### config.mk
export PLATFORM = sky130hd
export DESIGN_NAME = fifo_wr_arbiter
export DESIGN_NICKNAME = d
export VERILOG_FILES = /design/src/rtl/fifo_wr_arbiter.sv
export SDC_FILE = /design/constraint.sdc
export NUM_CORES = 1
export LEC_CHECK = 0
export CORE_AREA = 2 2 77 79
export DETAILED_ROUTE_END_ITERATION = 7
export DIE_AREA = 0 0 79 81
export PLACE_DENSITY = 0.81
export SLEW_MARGIN = 40
export SYNTH_ARGS = -nofsm -noshare
export SYNTH_HDL_FRONTEND = slang
export SYNTH_SLANG_ARGS = --single-unit
### constraint.sdc
create_clock -name clock -period 3.5 [get_ports clock]
set_input_delay 0.7 -clock clock [delete_from_list [all_inputs] [get_ports clock]]
set_output_delay 0.7 -clock clock [all_outputs]
set_load 0.02 [all_outputs]
### src/rtl/fifo_wr_arbiter.sv
// fifo_wr_arbiter
// Round-robin, packet-locked arbiter sharing the single write port of a BRAM
// FIFO among NUM requester streams. A requester keeps the grant from its first
// beat until its `last` beat has been written. Each FIFO word carries the
// requester's last flag above the payload: {last, data}.
//
// Optional feature (compile-time macro FIFO_ARB_TIMEOUT_EN):
//   When defined, a lock whose owner withholds in_valid for TIMEOUT
//   non-full cycles is force-released and timeout_err pulses for one cycle.
//   When undefined, the lock is held until `last` and timeout_err is tied 0.
module fifo_wr_arbiter #(
    parameter int NUM     = 4,
    parameter int DSIZE   = 35,
    parameter int TIMEOUT = 64
) (
    input  logic                    clock,
    input  logic                    rst_n,
    input  logic [NUM-1:0]          in_valid,
    input  logic [NUM-1:0]          in_last,
    input  logic [NUM*DSIZE-1:0]    in_data,
    output logic [NUM-1:0]          in_ready,
    output logic [DSIZE:0]          fifo_din,
    output logic                    fifo_wr_en,
    input  logic                    fifo_full,
    output logic [$clog2(NUM)-1:0]  grant_id,
    output logic                    busy,
    output logic                    timeout_err
);

    localparam int IW = $clog2(NUM);

    typedef enum logic [0:0] {
        ST_IDLE = 1'b0,
        ST_LOCK = 1'b1
    } state_t;

    state_t            state_r;
    logic [IW-1:0]     grant_id_r;
    logic [IW-1:0]     rr_ptr_r;
    logic [IW-1:0]     pick_idx_s;
    logic              pick_found_s;
    logic              sel_valid_s;
    logic              sel_last_s;
    logic [DSIZE-1:0]  sel_data_s;
    logic [NUM-1:0]    in_ready_s;
    logic              xfer_s;

    // Out-of-range configurations are rejected when the design is elaborated.
    if (NUM < 2 || NUM > 8 || TIMEOUT < 2) begin : g_bad_cfg
        $error("fifo_wr_arbiter: NUM must be 2..8 and TIMEOUT >= 2");
    end

`ifdef FIFO_ARB_TIMEOUT_EN
    localparam int CW = $clog2(TIMEOUT + 1);
    logic [CW-1:0]     stall_cnt_r;
    logic              timeout_err_r;
    assign timeout_err = timeout_err_r;
`else
    assign timeout_err = 1'b0;
`endif

    // Round-robin search: first valid requester after rr_ptr, wrapping modulo NUM.
    always_comb begin
        logic [IW-1:0] cand;
        pick_found_s = 1'b0;
        pick_idx_s   = rr_ptr_r;
        cand         = rr_ptr_r;
        // Walk from the farthest candidate to the nearest so the nearest wins.
        for (int k = NUM; k >= 1; k--) begin
            cand = IW'((int'(rr_ptr_r) + k) % NUM);
            if (in_valid[cand]) begin
                pick_found_s = 1'b1;
                pick_idx_s   = cand;
            end else begin
                cand = cand;
            end
        end
    end

    // Select the granted requester's valid/last/data lanes.
    always_comb begin
        sel_valid_s = 1'b0;
        sel_last_s  = 1'b0;
        sel_data_s  = '0;
        for (int i = 0; i < NUM; i++) begin
            if (grant_id_r == IW'(i)) begin
                sel_valid_s = in_valid[i];
                sel_last_s  = in_last[i];
                sel_data_s  = in_data[i*DSIZE +: DSIZE];
            end else begin
                sel_valid_s = sel_valid_s;
            end
        end
    end

    // Only the lock owner sees ready, and only while the FIFO has room.
    always_comb begin
        in_ready_s = '0;
        for (int i = 0; i < NUM; i++) begin
            if ((state_r == ST_LOCK) && (grant_id_r == IW'(i))) begin
                in_ready_s[i] = ~fifo_full;
            end else begin
                in_ready_s[i] = 1'b0;
            end
        end
    end

    assign xfer_s     = (state_r == ST_LOCK) & sel_valid_s & ~fifo_full;
    assign in_ready   = in_ready_s;
    assign fifo_wr_en = xfer_s;
    assign fifo_din   = {sel_last_s, sel_data_s};
    assign grant_id   = grant_id_r;
    assign busy       = (state_r == ST_LOCK);

    // Arbitration FSM: IDLE picks a winner, LOCK holds it until the last beat.
    always_ff @(posedge clock or negedge rst_n) begin
        if (!rst_n) begin
            state_r    <= ST_IDLE;
            grant_id_r <= '0;
            rr_ptr_r   <= IW'(NUM - 1);
`ifdef FIFO_ARB_TIMEOUT_EN
            stall_cnt_r   <= '0;
            timeout_err_r <= 1'b0;
`endif
        end else begin
`ifdef FIFO_ARB_TIMEOUT_EN
            timeout_err_r <= 1'b0;
`endif
            case (state_r)
                ST_IDLE: begin
`ifdef FIFO_ARB_TIMEOUT_EN
                    stall_cnt_r <= '0;
`endif
                    if (pick_found_s) begin
                        state_r    <= ST_LOCK;
                        grant_id_r <= pick_idx_s;
                        rr_ptr_r   <= pick_idx_s;
                    end else begin
                        state_r <= ST_IDLE;
                    end
                end
                ST_LOCK: begin
                    if (xfer_s && sel_last_s) begin
                        state_r <= ST_IDLE;
`ifdef FIFO_ARB_TIMEOUT_EN
                        stall_cnt_r <= '0;
                    end else if (sel_valid_s) begin
                        stall_cnt_r <= '0;
                    end else if (fifo_full) begin
                        // A full FIFO is not the requester's fault; freeze the timer.
                        stall_cnt_r <= stall_cnt_r;
                    end else if (stall_cnt_r == CW'(TIMEOUT - 1)) begin
                        state_r       <= ST_IDLE;
                        timeout_err_r <= 1'b1;
                        stall_cnt_r   <= '0;
                    end else begin
                        stall_cnt_r <= stall_cnt_r + CW'(1);
                    end
`else
                    end else begin
                        state_r <= ST_LOCK;
                    end
`endif
                end
                default: begin
                    state_r <= ST_IDLE;
                end
            endcase
        end
    end

endmodule

==> results of run 1 <==
[flip-flops by register name, indices dropped and copies added, names as in the netlist]
signal,cells
busy,1
grant_id,2
rr_ptr_r,2
[power breakdown]
part	internal, mW	leakage [nW]	switching [mW]
clock network	0.0781	0.0228	0.0271
registers	0.0972	0.0528	0.0806
logic	1.00	1.10	0.742
[cells in the final DEF (no fill, tap or decap)]
cell,count
dfrtp_2,2
nor2_1,4
nand2_1,3
clkbuf_8,3
a21oi_1,2
a21boi_0,1
a2111oi_0,1
o221ai_1,1
a2111o_1,1
or2b_1,1
and3_1,2
nor3b_1,1
dfrtp_1,1
nor2b_1,2
clkbuf_1,1
inv_1,4
buf_4,2
buf_12,1
o21ai_0,4
mux4_2,36
nor2_2,1
dfstp_2,2
clkdlybuf4s50_1,194
o22ai_1,1
conb_1,1
a31oi_1,2
mux4_1,1
a21o_1,1
o32ai_1,1
and2_1,1
[cell usage after synthesis (all sizes together)]
library cell,n
mux4,37
buf,12
nor2,5
inv,4
o21ai,4
dfrtp,3
nand2,3
a21oi,2
a31oi,2
and3,2
dfstp,2
nor2b,2
a2111o,1
a2111oi,1
a21boi,1
a21o,1
and2,1
conb,1
nor3b,1
o221ai,1
o22ai,1
o32ai,1
or2b,1
[per-layer routing]
| metal | track usage, % | wire (um) | share of wire, % |
|---|---|---|---|
| met1 | 21.53 | 2319 | 37 |
| met2 | 33.90 | 3414 | 54 |
| met3 | 3.778 | 493 | 7.8 |
| met4 | 3.966 | 107 | 1.7 |
| met5 | 0 | 0 | 0 |
[path summary, 6_finish.rpt]
path | from | endpoint | slack [ns] | cells after the start
worst max register to register | grant_id[0] | busy | 2.02 | 2
worst min register to register | rr_ptr_r[0] | rr_ptr_r[0] | 0.54 | 2
min in group asynchronous | rst_n | busy | 0.70 | 1
worst max-delay path | in_valid[1] | fifo_wr_en | 0.36 | 4
worst min-delay path | rr_ptr_r[0] | rr_ptr_r[0] | 0.54 | 2
max in group asynchronous | rst_n | rr_ptr_r[0] | 2.55 | 1
[kinds of logic (layout without fill, tap and decap cells)]
family,after synthesis,count (layout)
AO/OA/AOI/OAI,15,15
buffers and inverters,16,205
flip-flops,5,5
multiplexers,37,37
other,1,1
AND/OR/NAND/NOR,15,15
[worst max-delay path: cells and delay by family]
kind | cells | cell delay [ns]
buffers and inverters | 2 | 1.03
multiplexers | 1 | 0.55
AND/OR/NAND/NOR | 1 | 0.16
[final cells by class]
type / count / area, sq um / share of cell area, %
clock buffer: 4 / 45.04 / 1.372
inverter: 4 / 15.01 / 0.4575
multi-input combinational: 68 / 1021 / 31.11
sequential: 5 / 130.1 / 3.965
tap: 75 / 93.84 / 2.859
timing repair buffer: 197 / 1977 / 60.24
==> summary.md, run 1 <==
| Metric | Value |
|---|---|
| Outcome | finished, final reports clean |
| Max Cap Viol | 0 |
| Largest net degree at the start of global routing | 30 |
| Core Rows | 28 |
| Die Footprint | 0.006399 sq mm |
| Fin crit share | about nine tenths |
| CTS tree | yes |
| Syn Std Cell Area | 0.001256 sq mm |
| Synthesized area per cell | 14.11 sq um |
| Slowest CP cell | mux4_1 |
| Layout Cells excl Fill | 353 |
| Final setup viols | 0 |
| Fmax | 318.5 MHz |
| Crit path cell chain | clkdlybuf4s50_1 -> mux4_1 -> and2_1 -> clkdlybuf4s50_1 |
| Startpoint types | input port |
| Placed cell area | between 0.003 and 0.004 sq mm |
| ANT nets after route | 0 |
| CP Data Arrival Time | 2.44 ns |
| Via count | 1668 |
| CP Max Fanout | 6 |
| TritonCTS Sinks | 5 |
| Hold Buf Count CTS | 0 |
| Synth Area in XOR/XNOR | 0% |
| HP Class | reg2reg |
| Power, Total | about 2 mW |
| I/O Buffers | 194 |
| Max VDD drop | 0.4012 mV |
| Post-CTS setup buffers | 0 |
| Data required, critical path | 2.80 ns |
| Synth unique cells | 27 |
| Top cell type's share of synthesized area | 64.54% |
| HPWL after DPL | 5.463 mm |
| Initial DRC Count | 59 |
| Max-slew violation count | 0 |
| Hold_ws | 0.5411 ns |
| Simple-gate share of the synthesized area | under 10% |
| # diodes | 0 |
| Fin area | around 0.0033 sq mm |
| Power per Cell Area | 618.5 mW/mm^2 |
| Post-Synth Adder-Cell Area | 0% |
| Setup_tns | 0 ns |
| Seq/Total Area, Yosys | between 10 and 15% |
| CTS H-Tree Depth | 1 |
| Critical path class | in2out |
| Post_cts resized | 0 |
| Initial Util | 22.13% |
| Fin nets | 430 |
| Most used cell, CP | clkdlybuf4s50_1 |
| Via density per instance | 4.725 |
| Layout cells sized above 1 | between 15 and 20% |
| Area delta synth->final | 161.3% |
| Pre-antenna DRT Iters | 4 |
| Routed WL | around 6.3 mm |
| Pleak | 1.176 nW |
| Clock slew at reported path FFs | 0.04 ns |
| Initial antenna violation count | 0 |
| Compound-gate portion of the synthesized area | 8.068% |
| Core area | 0.005675 sq mm |
| Skew final | 0.0001611 ns |
| Num ports | 196 |
| Clock latency on the worst-skew pair | 0.22 ns |
| Routed len/inst | 17.94 um |
| Finished Core Util | between 50% and 60% |
| Post-synth top area cell | mux4_2 |
| RSZ-0062 raised after global routing | no |
| Main area contributors after synthesis | mux4_2, dfrtp_1, dfstp_2 |
| Overall routing resource usage | a little under a fifth |
| CTS root buffer | clkbuf_8 |
| DP Worst Slack | ~0.38 ns |
| Remaining Overflow, GRT | 0 |
| Min Tclk post-route | between 3 and 4 ns |
| Yosys warning count | 0 |
| Critical path capture point type | output pin |
| GP Congestion | 0.7766 |
| CTS buffer count | 3 |
| First-pass GRT wire length | about 9.0 mm |
| Final worst slack | between 0.3 and 0.4 ns |
| Largest stage delay, worst path | 0.55 ns |
| #FFs+latches synth | 5 |
| DRC viols | 0 |
| Vias in the first global route | between 1500 and 2000 |
| Fillcell total | ~500 |
| Die X | approximately 79 um |
| Final Hold Violating Endpoints | 0 |
| Combinational family with the most area after synthesis | multiplexers |
| Synthesized Nets | 240 |
| Cells after Synth | 89 |
| Mux share of post-synthesis cell area | about two thirds |
| Die height | 81 um |
| Dpl cells | 349 |
| Max clock buf depth | 2 |
(Power assumes the default switching activity.)
==> inputs of run 2 (changes only) <==
- CTS_BUF_LIST: not set -> sky130_fd_sc_hd__clkbuf_16
==> run 2 against run 1 <==
Total power grew 4.0%. Global-route usage grew 0.099 points. Critical path depth is the same. Sequential power is essentially flat. Combinational power is essentially flat. Core utilization grew 0.60 points. Clock-buffer cell count shrank 1. First-iteration DRC count shrank 25%. Clock power grew 74%.
==> summary.md, run 2 (synthesis gave the netlist of run 1 again) <==
| Metric | Value |
|---|---|
| Outcome | finished, final reports clean |
| Die X | 79 um |
| HPWL after DPL | 5.463 mm |
| CTS tree | yes |
| Min-delay src | rr_ptr_r[0] |
| Routed len/inst | 18.08 um |
| Num ports | 196 |
| CTS buffer count | 3 |
| Startpoint types | input port |
| Initial antenna violation count | 0 |
| Critical path class | in2out |
| Post_cts resized | 0 |
| Die height | 81 um |
| Via density per instance | 4.756 |
| Remaining Overflow, GRT | 0 |
| TritonCTS Sinks | 5 |
| Commonest non-fill, non-tap cells in the layout | clkdlybuf4s50_1, mux4_2, inv_1 |
| Worst R2R Start | grant_id[0] |
| Power, Total | 2.111 mW |
| CP Data Arrival Time | around 2.4 ns |
| DRC viols | 0 |
| Pre-antenna DRT Iters | 4 |
| Worst r2r path cells | 2 |
| Area delta synth->final | 163.9% |
| Worst hold path depth | 2 |
| Sequential fraction of design power | around 8.4% |
| Max Cap Viol | 0 |
| Skew final | 0.002259 ns |
| CTS root buffer | clkbuf_16 |
| Post-CTS setup buffers | 0 |
| ANT nets after route | 0 |
| CP Max Fanout | 6 |
| Overall routing resource usage | 18.26% |
| Fin crit share | 89.79% |
| Final Hold Violating Endpoints | 0 |
| Placed cell area | 0.003237 sq mm |
| Max-slew violation count | 0 |
| Core Rows | 28 |
| GP Congestion | 0.7766 |
| Multi-input logic area | 0.001021 sq mm |
| Hold worst-path end | rr_ptr_r[0] |
| Fin nets | 430 |
| Final worst slack | 0.3572 ns |
| Sw Pwr | 860.9 uW |
| Layout cells sized above 1 | 16.91% |
| Critical path capture point type | output pin |
| DP Worst Slack | 0.3792 ns |
| CTS H-Tree Depth | 1 |
| Max VDD drop | 0.4017 mV |
| Fin area | 0.003316 sq mm |
| Vias in the first global route | 1759 |
| Worst R2R Setup Slack | 2.01 ns |
| Sequential Area | 130.1 sq um |
| Pleak | roughly 1.2 nW |
| Fmax | 318.2 MHz |
| Max clock buf depth | 2 |
| Comb power frac | 82.9% |
| Hold Buf Count CTS | 0 |
| Power per Cell Area | 636.7 mW/mm^2 |
| Final setup viols | 0 |
| R2r endpoint | busy |
| Min Tclk post-route | roughly 3.1 ns |
| Core area | around 0.0057 sq mm |
| # diodes | 0 |
| Data required, critical path | 2.80 ns |
| Switching Share | 40.78% |
| Fillcell total | 491 |
| Via count | 1679 |
| Internal Power | roughly 1.3 mW |
| Clock slew at reported path FFs | 0.03 ns |
| Most common cell after layout, fill and taps aside | clkdlybuf4s50_1 |
| HP Class | reg2reg |
| Routed WL | 6.383 mm |
| Clock latency on the worst-skew pair | ~0.23 ns |
| Hold_ws | around 0.54 ns |
| Clock power frac | around 8.7% |
| RSZ-0062 raised after global routing | no |
| Die Footprint | 0.006399 sq mm |
| Initial DRC Count | 44 |
| First-pass GRT wire length | between 9 and 10 mm |
| I/O Buffers | 194 |
| Initial Util | between 20% and 30% |
| Largest net degree at the start of global routing | 30 |
| Setup_tns | 0 ns |
run 2: stage by stage:
| stage | util (%) | cells |
|---|---|---|
| 6_report | 58.42 | 353 |
| 3_5_place_dp | 57.03 | 349 |
| 4_1_cts | 58.42 | 353 |
| 3_3_place_gp | 57.03 | 349 |
| 5_1_grt | 58.42 | 353 |
| 2_1_floorplan | - | 89 |
run 2: layer usage:
metal	routed length (um)	part of all wire, %	track usage (%)
met2	3412	53	34.32
met3	498	7.8	3.778
met1	2364	37	21.47
met4	107	1.7	3.966
met5	0	0	0
run 2: area by class of cell:
cell class,instances,area share [%]
well taps,75,2.830
repair buffers,197,59.62
clock inverters,1,0.1132
inverters,4,0.4528
flip-flops and latches,5,3.925
clock buffers,3,2.264
multi-input cells,68,30.79
run 2: worst max-delay path, cell delays in order:
cell and delay [ns]:
clkdlybuf4s50_1 0.50, mux4_1 0.55, and2_1 0.16, clkdlybuf4s50_1 0.53
run 2: how the worst max path moves through the flow:
stage	startpoint	endpoint	cells past startpoint
floorplan	grant_id[1]	in_ready[0]	4
detailed placement	in_valid[1]	fifo_wr_en	4
global placement	in_valid[1]	fifo_wr_en	4
finish	in_valid[1]	fifo_wr_en	4
global route	in_valid[1]	fifo_wr_en	4
CTS	in_valid[1]	fifo_wr_en	4
run 2: power by group through the flow:
stage | Sequential, mW | Combinational (mW) | Clock (mW)
floorplan | 0.136 | 1.08 | 0
global placement | 0.180 | 1.75 | 0
detailed placement | 0.183 | 1.76 | 0
CTS | 0.183 | 1.77 | 0.187
global route | 0.193 | 1.84 | 0.191
finish | 0.178 | 1.75 | 0.183
